--- config.mk ---
export PLATFORM = sky130hd
export DESIGN_NAME = ifu_fetch_flat
export DESIGN_NICKNAME = d
export VERILOG_FILES = /design/src/rtl/ifu_fetch_pkg.sv /design/src/rtl/ifu_fetch_if.sv /design/src/rtl/ifu_fetch.sv /design/src/flat_wrapper.sv
export SDC_FILE = /design/constraint.sdc
export NUM_CORES = 1
export LEC_CHECK = 0
export BUFFER_PORTS_ARGS = -buffer_cell sky130_fd_sc_hd__buf_4
export CAP_MARGIN = 10
export CORE_MARGIN = 5
export CORE_UTILIZATION = 30
export CTS_BUF_LIST = sky130_fd_sc_hd__clkbuf_16
export CTS_CLUSTER_SIZE = 40
export DETAILED_ROUTE_END_ITERATION = 6
export GPL_TIMING_DRIVEN = 0
export SYNTH_ARGS = -nofsm -noshare
export SYNTH_HDL_FRONTEND = slang
export SYNTH_SLANG_ARGS = --single-unit
--- constraint.sdc ---
create_clock -name clk -period 1.56 [get_ports clk]
set_input_delay 0 -clock clk [delete_from_list [all_inputs] [get_ports clk]]
set_output_delay 0 -clock clk [all_outputs]
set_load 0.02 [all_outputs]
--- src/rtl/ifu_fetch_pkg.sv ---
// Shared fetch-unit definitions: FSM state encoding, reset PC, bus response
// codes and the instruction substituted when a fetch cannot be performed.
package ifu_fetch_pkg;

   typedef enum logic [2:0] {
      S_IDLE     = 3'd0,
      S_AR       = 3'd1,
      S_R        = 3'd2,
      S_ISSUE    = 3'd3,
      S_WAIT_NPC = 3'd4
   } fetch_state_e;

   localparam logic [31:0] RESET_PC_DEFAULT = 32'h8000_0000;
   localparam logic [1:0]  RESP_OKAY        = 2'b00;
   // addi x0, x0, 0
   localparam logic [31:0] NOP_INST         = 32'h0000_0013;

   localparam logic [1:0]  ERR_NONE         = 2'b00;
   localparam logic [1:0]  ERR_BUS          = 2'b01;
   localparam logic [1:0]  ERR_MISALIGN     = 2'b10;

endpackage

--- src/rtl/ifu_fetch_if.sv ---
// Instruction-memory read channel (address + data handshakes) between the
// fetch unit (master) and the memory (slave).
interface ifu_fetch_if;

   logic        arvalid;
   logic        arready;
   logic [31:0] araddr;
   logic        rvalid;
   logic        rready;
   logic [31:0] rdata;
   logic [1:0]  rresp;

   modport master (
      output arvalid, araddr, rready,
      input  arready, rvalid, rdata, rresp
   );

   modport slave (
      input  arvalid, araddr, rready,
      output arready, rvalid, rdata, rresp
   );

endinterface

--- src/rtl/ifu_fetch.sv ---
// Instruction fetch unit: fetches one word at the PC handed over by commit,
// offers it to decode, then waits for the next PC. No internal PC increment.
module ifu_fetch
   import ifu_fetch_pkg::*;
#(
   parameter logic [31:0] RESET_PC = RESET_PC_DEFAULT
) (
   input  logic               clk,
   input  logic               rst_n,
   input  logic               npc_valid,
   input  logic [31:0]        npc,
   ifu_fetch_if.master        imem,
   output logic               inst_valid,
   output logic [31:0]        inst,
   output logic [31:0]        pc,
   input  logic               inst_ready,
   output logic [1:0]         fetch_err
);

   fetch_state_e state, state_nxt;
   logic         arvalid, arvalid_nxt;
   logic         rready, rready_nxt;
   logic         inst_valid_nxt;
   logic [31:0]  inst_nxt;
   logic [31:0]  pc_nxt;
   logic [1:0]   err_nxt;

   assign imem.arvalid = arvalid;
   assign imem.araddr  = pc;
   assign imem.rready  = rready;

   // The first AR cycle (arvalid still low) is the alignment check; the
   // request is only raised on the following edge.
   always_comb begin
      state_nxt      = state;
      arvalid_nxt    = arvalid;
      rready_nxt     = rready;
      inst_valid_nxt = inst_valid;
      inst_nxt       = inst;
      pc_nxt         = pc;
      err_nxt        = fetch_err;
      case (state)
         S_IDLE: state_nxt = S_AR;
         S_AR: begin
            if (!arvalid) begin
               if (pc[1:0] != 2'b00) begin
                  err_nxt        = ERR_MISALIGN;
                  inst_nxt       = NOP_INST;
                  inst_valid_nxt = 1'b1;
                  state_nxt      = S_ISSUE;
               end else begin
                  arvalid_nxt = 1'b1;
               end
            end else if (imem.arready) begin
               arvalid_nxt = 1'b0;
               rready_nxt  = 1'b1;
               state_nxt   = S_R;
            end
         end
         S_R: begin
            if (imem.rvalid) begin
               inst_nxt       = imem.rdata;
               err_nxt        = (imem.rresp != RESP_OKAY) ? ERR_BUS : ERR_NONE;
               rready_nxt     = 1'b0;
               inst_valid_nxt = 1'b1;
               state_nxt      = S_ISSUE;
            end
         end
         S_ISSUE: begin
            if (inst_ready) begin
               inst_valid_nxt = 1'b0;
               state_nxt      = S_WAIT_NPC;
            end
         end
         S_WAIT_NPC: begin
            if (npc_valid) begin
               pc_nxt    = npc;
               err_nxt   = ERR_NONE;
               state_nxt = S_AR;
            end
         end
         default: state_nxt = S_IDLE;
      endcase
   end

   always_ff @(posedge clk or negedge rst_n) begin
      if (!rst_n) begin
         state      <= S_IDLE;
         arvalid    <= 1'b0;
         rready     <= 1'b0;
         inst_valid <= 1'b0;
         inst       <= '0;
         pc         <= RESET_PC;
         fetch_err  <= ERR_NONE;
      end else begin
         state      <= state_nxt;
         arvalid    <= arvalid_nxt;
         rready     <= rready_nxt;
         inst_valid <= inst_valid_nxt;
         inst       <= inst_nxt;
         pc         <= pc_nxt;
         fetch_err  <= err_nxt;
      end
   end

endmodule

--- src/flat_wrapper.sv ---
// flat-port wrapper written by rule: the top's interface ports become plain ports
module ifu_fetch_flat import ifu_fetch_pkg::*;
#(
   parameter logic [31:0] RESET_PC = RESET_PC_DEFAULT
)
  (clk, rst_n, npc_valid, npc, inst_valid, inst, pc, inst_ready, fetch_err, imem_arvalid, imem_araddr, imem_rready, imem_arready, imem_rvalid, imem_rdata, imem_rresp);
  ifu_fetch_if imem_i ();
  input  logic clk;
  input  logic rst_n;
  input  logic npc_valid;
  input  logic [31:0] npc;
  output logic inst_valid;
  output logic [31:0] inst;
  output logic [31:0] pc;
  input  logic inst_ready;
  output logic [1:0] fetch_err;
  output wire logic [$bits(imem_i.arvalid)-1:0] imem_arvalid;
  output wire logic [$bits(imem_i.araddr)-1:0] imem_araddr;
  output wire logic [$bits(imem_i.rready)-1:0] imem_rready;
  input wire logic [$bits(imem_i.arready)-1:0] imem_arready;
  input wire logic [$bits(imem_i.rvalid)-1:0] imem_rvalid;
  input wire logic [$bits(imem_i.rdata)-1:0] imem_rdata;
  input wire logic [$bits(imem_i.rresp)-1:0] imem_rresp;
  assign imem_arvalid = imem_i.arvalid;
  assign imem_araddr = imem_i.araddr;
  assign imem_rready = imem_i.rready;
  assign imem_i.arready = imem_arready;
  assign imem_i.rvalid = imem_rvalid;
  assign imem_i.rdata = imem_rdata;
  assign imem_i.rresp = imem_rresp;
  ifu_fetch #(.RESET_PC(RESET_PC)) u_core (.clk(clk), .rst_n(rst_n), .npc_valid(npc_valid), .npc(npc), .imem(imem_i), .inst_valid(inst_valid), .inst(inst), .pc(pc), .inst_ready(inst_ready), .fetch_err(fetch_err));
endmodule
==> results of run 1 <==
repair_timing:
action                                 4_1_cts  5_1_grt
hold buffers                                66        0
gates resized for setup                     18       12
setup buffers                               10        3
endpoints found under the hold margin      136        0
setup endpoints to repair                   63       63
cloned                                       1        0
pin swaps                                    2        2
how the worst max path moves through the flow:
stage | start | to | slack (ns) | depth (start not counted)
after global routing | u_core.state[0] | u_core.inst[8] | -0.15 | 6
final | u_core.state[2] | u_core.inst[4] | -0.09 | 5
after detailed placement | u_core.state[0] | u_core.fetch_err[0] | -0.38 | 5
after floorplan | u_core.state[1] | u_core.inst[4] | -0.02 | 4
after CTS | u_core.state[0] | u_core.inst[4] | -0.07 | 5
after global placement | u_core.state[0] | u_core.fetch_err[0] | -0.36 | 5
registers in the layout (all words and copies together), names as in the netlist:
| register | flops |
|---|---|
| u_core.state | 3 |
| u_core.imem.arvalid | 1 |
| u_core.imem.araddr | 32 |
| u_core.inst | 32 |
| u_core.imem.rready | 1 |
| u_core.fetch_err | 2 |
| u_core.inst_valid | 1 |
cells by family (layout without fill, tap and decap cells):
| group | Yosys count | after routing | share of synthesized area |
|---|---|---|---|
| compound gates | 20 | 20 | 0.04651 |
| buf+inv | 78 | 344 | 0.1324 |
| flops | 72 | 72 | 0.5405 |
| mux | 65 | 65 | 0.2082 |
| simple gates | 50 | 50 | 0.07239 |
layer usage:
layer  track usage  vias to the layer above  routed length [µm]
met5             0                        -                   0
met1        0.1763                     1422                3859
met4       0.03756                        0                  63
met3       0.04334                        4                 661
li1              -                     1424                   -
met2        0.2623                       99                5114
layout make-up:
cell class / instances / area [µm²]
Tap cell: 140 / 175.2
Fill cell: 961 / 4886
Sequential cell: 72 / 1803
Clock buffer: 9 / 225.2
Multi-Input combinational cell: 135 / 1120
Clock inverter: 7 / 87.58
Timing Repair Buffer: 251 / 2098
Buffer: 44 / 369.1
Inverter: 33 / 123.9
layout by cell type, fill, tap and decap left out, drive strengths merged, types with 3 or more instances in the layout:
cell / count
buf: 228
nand2: 34
nor2: 3
inv: 34
mux2: 35
nand2b: 3
clkbuf: 10
dlygate4sd3: 66
o21ai: 3
dfrtp: 71
mux2i: 30
clkinv: 4
tightest hold or removal path: cells and delay by family:
family,cells,cell delay (ns)
buf+inv,1,0.10
simple gates,3,0.21
metrics by stage:
stage               hold WS, ns  cell area [µm²]  TNS (ns)    util
global placement         0.2027             4808    -9.258  0.4416
finish                  0.02120             6002   -0.6733  0.5513
floorplan               -0.2956             3342  -0.02181       -
global route            0.01316             6002    -2.131  0.5513
detailed placement       0.2170             4808    -12.02  0.4416
CTS                  0.00009776             5974    -1.507  0.5487
where the power goes:
part / total (mW) / internal, mW / switching (mW)
clock network: 2.17 / 1.39 / 0.781
registers: 3.40 / 2.76 / 0.636
logic: 6.86 / 3.53 / 3.32
total: 12.4 / 7.68 / 4.74
==> metrics, run 1 <==
crit path max fanout=5; element type at the critical path start=flop; register area share after synthesis=0.5405; Yosys cell types=36; syn_area_per_cell=around 12 µm²; CTS Buf Count=9; Clock Latency Late Sink=0.32 ns; number of global-route vias before repair=approximately 3200; Final ANT Viol Nets=0; IO Count=around 170; Pre-antenna DRT Iters=4; Hold Crit Start=inst_ready; Synth area leader=dfrtp_1; initial antenna violation count=0; clk sinks=a little over 70; Synth-to-Final Area Change=79.93%; hold path depth=4; top-count cell post-synth=dfrtp_1; total gr overflow=0; initial core utilization=0.3064; RSZ-0062 raised after global routing=true; Finish-stage setup viols=14; CP arrival=1.85 ns; CP top delay family=simple AND/OR/NAND/NOR gates; Max transition margin=0.3752; Clock transition at path regs=0.06 ns; top cell type's share of synthesized area=0.5326; Slowest-stage cell, CP=or3b_4; antenna cell count=0; Tmin final=1.649 ns; share of synthesized registers carrying an async set or reset=1.000; largest cells by area after synthesis=dfrtp_1 53%, mux2_2 11%, mux2i_1 9.0%, buf_4 7.9%, nand2_1 3.8%; fin nets=618; CP Capture Type=flop; fin. max-slew vios=0; largest net degree at the start of global routing=73; Worst Path Buf+Inv=2; P_leak=2.979 nW; Synth Register Bits=72; Mapped Nets=357; PwrDens=between 2000 and 2500 nW/µm²; synth cell count leaders=71 x dfrtp_1, 35 x buf_4, 34 x mux2_2, 34 x nand2_1, 33 x inv_1; number of instances in the placed design=597; routed wire length=9698 µm; routed len/inst=14.03 µm; Synth warnings=0; first-pass GRT wire length=15550 µm; Worst R2R Start=u_core.state[2]; WP data required=1.76 ns; final hold viol count=0; DRC Markers=0; CTS tree=done; reg-to-reg endpoint=u_core.inst[4]; Main synth FF type=dfrtp_1; Die H=between 100 and 150 µm; final cycle utilization of the critical path=1.057; EDFF count, synth=0; Post-Syn Area=3336 µm²; Final GP Congestion=0.7895; Post-Layout Cell Count=around 690; Hold Path Class=input port to flop; core area=10890 µm²; Gate Count Post-Synth=285; Initial DRC Count=90; GRT Total Usage=0.1480; Die Area=around 13000 µm²; failing checks=negative setup slack; root buf cell=clkbuf_16; die boundary width=115.4 µm; R2R Setup Slk=-0.09 ns; critical-path cell list=or3b_4 -> o21ai_4 -> buf_12 -> buf_8 -> mux2_4; Hold EP=u_core.state[1]; final setup margin=-0.08851 ns; Port Buffers=172; drt via density=about 4.3; layout cells sized above 1=0.5191; r2r worst-path depth=5; Vias=about 2900; maximum VDD drop=between 1000 and 1500 µV; outcome=complete, but fails checks; maximum root-to-sink buffer count=2; dpl ws=-0.3840 ns; worst slew pin tran=0.9372 ns; post-detail-place hpwl=between 6000 and 7000 µm; worst setup path class=flop to flop; Clock Skew=0.006541 ns; max incr delay on CP=0.43 ns; htree depth=3; fmax=0.6066 GHz; Rows=38; Pwr Total=around 12 mW; maxcap violations=0
(Power assumes the default switching activity.)
==> run 2, diff against run 1 <==
--- a/config.mk
+++ b/config.mk
@@ -7,12 +7,14 @@
 export LEC_CHECK = 0
 export BUFFER_PORTS_ARGS = -buffer_cell sky130_fd_sc_hd__buf_4
 export CAP_MARGIN = 10
+export CORE_ASPECT_RATIO = 1.1
 export CORE_MARGIN = 5
-export CORE_UTILIZATION = 30
+export CORE_UTILIZATION = 41
 export CTS_BUF_LIST = sky130_fd_sc_hd__clkbuf_16
 export CTS_CLUSTER_SIZE = 40
 export DETAILED_ROUTE_END_ITERATION = 6
 export GPL_TIMING_DRIVEN = 0
+export PLACE_DENSITY = 0.76
 export SYNTH_ARGS = -nofsm -noshare
 export SYNTH_HDL_FRONTEND = slang
 export SYNTH_SLANG_ARGS = --single-unit
==> metrics, run 2 (same netlist as run 1, synthesis figures left out) <==
outcome=complete, but fails checks; failing checks=negative setup slack; WP data required=1.79 ns; PwrDens=approximately 2100 nW/µm²; Max transition margin=0.3870; most common cell after layout, fill and taps aside=buf_4; combinational fraction of design power=0.565; fmax=0.5938 GHz; hold path depth=3; GRT Total Usage=0.2141; Initial DRC Count=73; worst setup path class=flop to flop; total gr overflow=0; Worst R2R Start=u_core.state[0]; Clock transition at path regs=around 0.060 ns; final hold viol count=0; P_leak=2.952 nW; critical-path cell list=buf_2 -> nor3b_4 -> buf_4 -> buf_6 -> nand2_1 -> mux2i_2; IO Count=~170; Final ANT Viol Nets=0; Slowest-stage cell, CP=dfrtp_1; final setup margin=-0.1241 ns; CP Capture Type=flop; switching power=between 4 and 5 mW; Die Area=10040 µm²; Pwr Total=12.44 mW; core area=7913 µm²; CTS tree=done; most frequent cells in the layout=213 x buf_4, 71 x dfrtp_1, 65 x dlygate4sd3_1, 34 x nand2_1, 33 x inv_1; CP arrival=approximately 1.9 ns; antenna cell count=0; Die H=104.6 µm; first-pass GRT wire length=16920 µm; routed len/inst=around 16 µm; CTS Buf Count=9; Clock Latency Late Sink=0.33 ns; max incr delay on CP=between 0.4 and 0.5 ns; worst slew pin tran=0.9194 ns; Final GP Congestion=0.7991; worst hold margin=0.009406 ns; Sw Share=0.3927; clock power share=0.159; drt via density=4.669; cell internal pwr=around 7.6 mW; Tmin final=about 1.7 ns; die boundary width=roughly 96 µm; root buf cell=clkbuf_16; largest net degree at the start of global routing=73; Clock Skew=0.005442 ns; Non-Filler Cell Area, Final=5938 µm²; DP Area=approximately 4800 µm²; DRC Markers=0; element type at the critical path start=flop; Hold Path Class=input port to flop; Hold EP=u_core.inst[1]; crit path max fanout=10; final cycle utilization of the critical path=1.080; Synth-to-Final Area Change=78.02%; routed wire length=10460 µm; maxcap violations=0; Finish-stage setup viols=a little over 60; clk sinks=72; layout cells sized above 1=0.5236; number of global-route vias before repair=3402; post-detail-place hpwl=6545 µm; htree depth=3; maximum root-to-sink buffer count=2; Vias=3072; Hold Crit Start=imem_rdata[1]; Rows=34; initial antenna violation count=0; Port Buffers=around 170; r2r worst-path depth=6; Pre-antenna DRT Iters=4; fin. max-slew vios=0; initial core utilization=0.4216; register share of total power=0.275; fin nets=slightly above 600; R2R Setup Slk=-0.12 ns; maximum VDD drop=1057 µV; reg-to-reg endpoint=u_core.inst[30]; RSZ-0062 raised after global routing=true
run 2: cell count changes in the layout (fill, tap and decap cells not counted), moves of 2 or more:
| cell | delta |
|---|---|
| clkinv_1 | +2 |
| clkinvlp_4 | +2 |
| mux2i_2 | +2 |
| buf_2 | +2 |
| mux2i_1 | -2 |
run 2: power groups by stage:
stage | Combinational (mW) | Clock [mW] | Sequential, mW
2_1_floorplan | 2.70 | 0 | 4.38
3_3_place_gp | 6.18 | 0 | 3.39
3_5_place_dp | 6.30 | 0 | 3.42
4_1_cts | 6.87 | 2.03 | 3.40
5_1_grt | 7.43 | 2.14 | 3.57
6_report | 7.03 | 1.98 | 3.43
run 2: routing by layer:
layer	routed length, µm	part of all wire	up-vias	global-route usage
li1	-	-	1425	-
met1	3810	0.36	1467	0.2461
met2	5527	0.53	147	0.3680
met3	699	0.067	33	0.04385
met4	422	0.040	0	0.1098
met5	0	0	-	0
run 2: what timing repair did:
item | CTS | global route
setup buffers | 10 | 2
endpoints found under the hold margin | 135 | 0
setup endpoints to repair | 62 | 64
cloned | 1 | 0
pin swaps | 3 | 1
resized for setup | 16 | 11
hold buffers | 65 | 0
run 2: worst max path at each step:
stage                     from                      to  cells past startpoint
2_1_floorplan  u_core.state[1]          u_core.inst[4]                      4
3_3_place_gp   u_core.state[2]  u_core.imem.araddr[23]                      5
3_5_place_dp   u_core.state[2]  u_core.imem.araddr[27]                      5
4_1_cts        u_core.state[0]         u_core.inst[25]                      5
5_1_grt        u_core.state[0]         u_core.inst[30]                      6
6_report       u_core.state[0]         u_core.inst[30]                      6
run 2: area by class of cell:
class | count | area [µm²]
timing repair buffer | 250 | 2105
fill | 516 | 1974
sequential | 72 | 1803
multi-input combinational | 135 | 1127
buffer | 44 | 356.6
clock buffer | 9 | 225.2
tap | 108 | 135.1
inverter | 33 | 123.9
clock inverter | 7 | 62.56
run 2: critical path, delay by kind of cell (launching register included):
kind	cells	cell delay (ns)
AND/OR/NAND/NOR	2	0.43
flip-flops	1	0.42
multiplexers	1	0.21
buffers and inverters	3	0.53
run 2: metrics by stage:
stage | setup TNS, ns | worst slack (ns) | instances | utilization
floorplan | -0.02181 | -0.02181 | 285 | -
global placement | -4.854 | -0.1653 | 565 | 0.6026
detailed placement | -7.028 | -0.1954 | 565 | 0.6026
CTS | -1.471 | -0.05517 | 656 | 0.7449
global route | -7.098 | -0.1707 | 658 | 0.7505
finish | -4.054 | -0.1241 | 658 | 0.7505
==> run 3, diff against run 2 <==
--- a/config.mk
+++ b/config.mk
@@ -9,12 +9,12 @@
 export CAP_MARGIN = 10
 export CORE_ASPECT_RATIO = 1.1
 export CORE_MARGIN = 5
-export CORE_UTILIZATION = 41
-export CTS_BUF_LIST = sky130_fd_sc_hd__clkbuf_16
-export CTS_CLUSTER_SIZE = 40
+export CORE_UTILIZATION = 30
+export CTS_BUF_LIST = sky130_fd_sc_hd__clkbuf_4 sky130_fd_sc_hd__clkbuf_8 sky130_fd_sc_hd__clkbuf_16
+export CTS_CLUSTER_SIZE = 28
 export DETAILED_ROUTE_END_ITERATION = 6
 export GPL_TIMING_DRIVEN = 0
-export PLACE_DENSITY = 0.76
+export PLACE_DENSITY = 0.59
 export SYNTH_ARGS = -nofsm -noshare
 export SYNTH_HDL_FRONTEND = slang
 export SYNTH_SLANG_ARGS = --single-unit
==> metrics, run 3 (same netlist as run 1, synthesis figures left out) <==
Clock Skew=0.008009 ns; first-pass GRT wire length=15860 µm; R2R Setup Slk=-0.09 ns; number of global-route vias before repair=3180; Final ANT Viol Nets=0; IO Count=173; post-detail-place hpwl=6671 µm; Final GP Congestion=0.7746; failing checks=negative setup slack; cell internal pwr=roughly 7.4 mW; CP arrival=1.86 ns; root buf cell=clkbuf_16; PwrDens=~2000 nW/µm²; core area=approximately 11000 µm²; Initial DRC Count=68; fin nets=620; outcome=complete, but fails checks; Vias=2913; r2r worst-path depth=5; Pwr Total=between 10 and 15 mW; maximum root-to-sink buffer count=2; combinational fraction of design power=0.565; Tmin final=1.653 ns; Die H=120.6 µm; element type at the critical path start=flop; maximum VDD drop=932.7 µV; Rows=40; initial antenna violation count=0; P_leak=about 2.9 nW; Pre-antenna DRT Iters=4; initial core utilization=0.3057; layout cells sized above 1=0.5199; fmax=roughly 0.6 GHz; Clock transition at path regs=roughly 0.060 ns; final cycle utilization of the critical path=1.059; routed wire length=9859 µm; antenna cell count=0; CP Capture Type=flop; clock power share=0.153; Slowest-stage cell, CP=or3b_4; switching power=4.746 mW; CTS Buf Count=9; Port Buffers=172; Worst R2R Start=u_core.state[1]; maxcap violations=0; Post-Layout Cell Count=699; most common cell after layout, fill and taps aside=buf_4; hold path depth=3; fin. max-slew vios=0; crit path max fanout=6; Finish-stage setup viols=22; die boundary width=between 100 and 150 µm; Hold Path Class=input port to flop; register share of total power=0.282; largest net degree at the start of global routing=73; routed len/inst=14.10 µm; Max transition margin=0.3823; number of instances in the placed design=roughly 600; dpl ws=-0.3691 ns; reg-to-reg endpoint=u_core.inst[4]; Hold EP=u_core.inst_valid; most frequent cells in the layout=216 x buf_4, 71 x dfrtp_1, 66 x dlygate4sd3_1, 34 x mux2_2, 34 x nand2_1; critical-path cell list=or3b_4 -> o21ai_4 -> buf_12 -> buf_8 -> mux2_4; RSZ-0062 raised after global routing=true; Sw Share=0.3910; final setup margin=-0.09253 ns; worst slew pin tran=0.9265 ns; max incr delay on CP=0.43 ns; Worst Path Buf+Inv=2; final hold viol count=0; Hold Crit Start=imem_rvalid; htree depth=3; total gr overflow=0; CTS tree=done; Die Area=13330 µm²; DRC Markers=0; clk sinks=72; worst setup path class=flop to flop; WP data required=roughly 1.8 ns; drt via density=4.167; Clock Latency Late Sink=0.33 ns; Synth-to-Final Area Change=78.81%; CP top delay family=simple AND/OR/NAND/NOR gates; GRT Total Usage=0.1466
-- run 3: cell count changes in the layout (fill, tap and decap cells not counted), moves of 2 or more --
cell	previous run	this run
mux2_4	3	1
mux2i_1	28	30
clkinv_1	2	0
buf_4	213	216
mux2_2	32	34
clkbuf_4	0	3
buf_2	2	0
mux2i_2	2	0
-- run 3: repair_timing --
item | CTS | global route
resized for setup | 14 | 8
hold endpoints to repair | 136 | 0
cloned | 0 | 1
buffers inserted | 8 | 6
hold buffers | 66 | 0
setup endpoints to repair | 63 | 64
pin swaps | 3 | 0
-- run 3: worst max path at each step --
stage | to | cells past startpoint | start | slack (ns)
2_1_floorplan | u_core.inst[4] | 4 | u_core.state[1] | -0.02
3_3_place_gp | u_core.fetch_err[0] | 5 | u_core.state[0] | -0.29
3_5_place_dp | u_core.fetch_err[0] | 5 | u_core.state[0] | -0.37
4_1_cts | u_core.inst[4] | 4 | u_core.state[1] | -0.07
5_1_grt | u_core.inst[6] | 6 | u_core.state[1] | -0.14
6_report | u_core.inst[4] | 5 | u_core.state[1] | -0.09
-- run 3: routing by layer --
| layer | GRT usage | vias up | wire length (µm) |
|---|---|---|---|
| li1 | - | 1425 | - |
| met1 | 0.1666 | 1389 | 3898 |
| met2 | 0.2667 | 88 | 5318 |
| met3 | 0.03804 | 11 | 501 |
| met4 | 0.05004 | 0 | 141 |
| met5 | 0 | - | 0 |
-- run 3: area by class of cell --
class,instances,area [µm²]
inverters,33,123.9
plain buffers,44,364.1
well taps,147,183.9
fillers,979,4946
multi-input cells,135,1112
flip-flops and latches,72,1803
clock buffers,11,240.2
repair buffers,253,2115
clock inverters,4,22.52
-- run 3: worst min-delay path, stage by stage --
cell     delay, ns
buf_4         0.11
a31oi_1       0.09
o22ai_1       0.10
-- run 3: per-stage QoR --
step | hold slack, ns | setup TNS (ns) | util | area (µm²)
after floorplan | -0.2956 | -0.02181 | - | 3342
after CTS | 0.003799 | -1.042 | 0.5367 | 5856
after global routing | 0.03287 | -2.305 | 0.5467 | 5964
after global placement | 0.2088 | -7.539 | 0.4415 | 4817
after detailed placement | 0.2134 | -9.791 | 0.4415 | 4817
final | 0.01701 | -0.7474 | 0.5467 | 5964
-- run 3: power groups by stage --
| stage | Sequential [mW] | Combinational (mW) | Clock [mW] |
|---|---|---|---|
| 6_report | 3.42 | 6.86 | 1.86 |
| 5_1_grt | 3.55 | 7.32 | 1.99 |
| 4_1_cts | 3.43 | 6.69 | 1.91 |
| 3_5_place_dp | 3.44 | 6.31 | 0 |
| 3_3_place_gp | 3.41 | 6.24 | 0 |
| 2_1_floorplan | 4.38 | 2.70 | 0 |
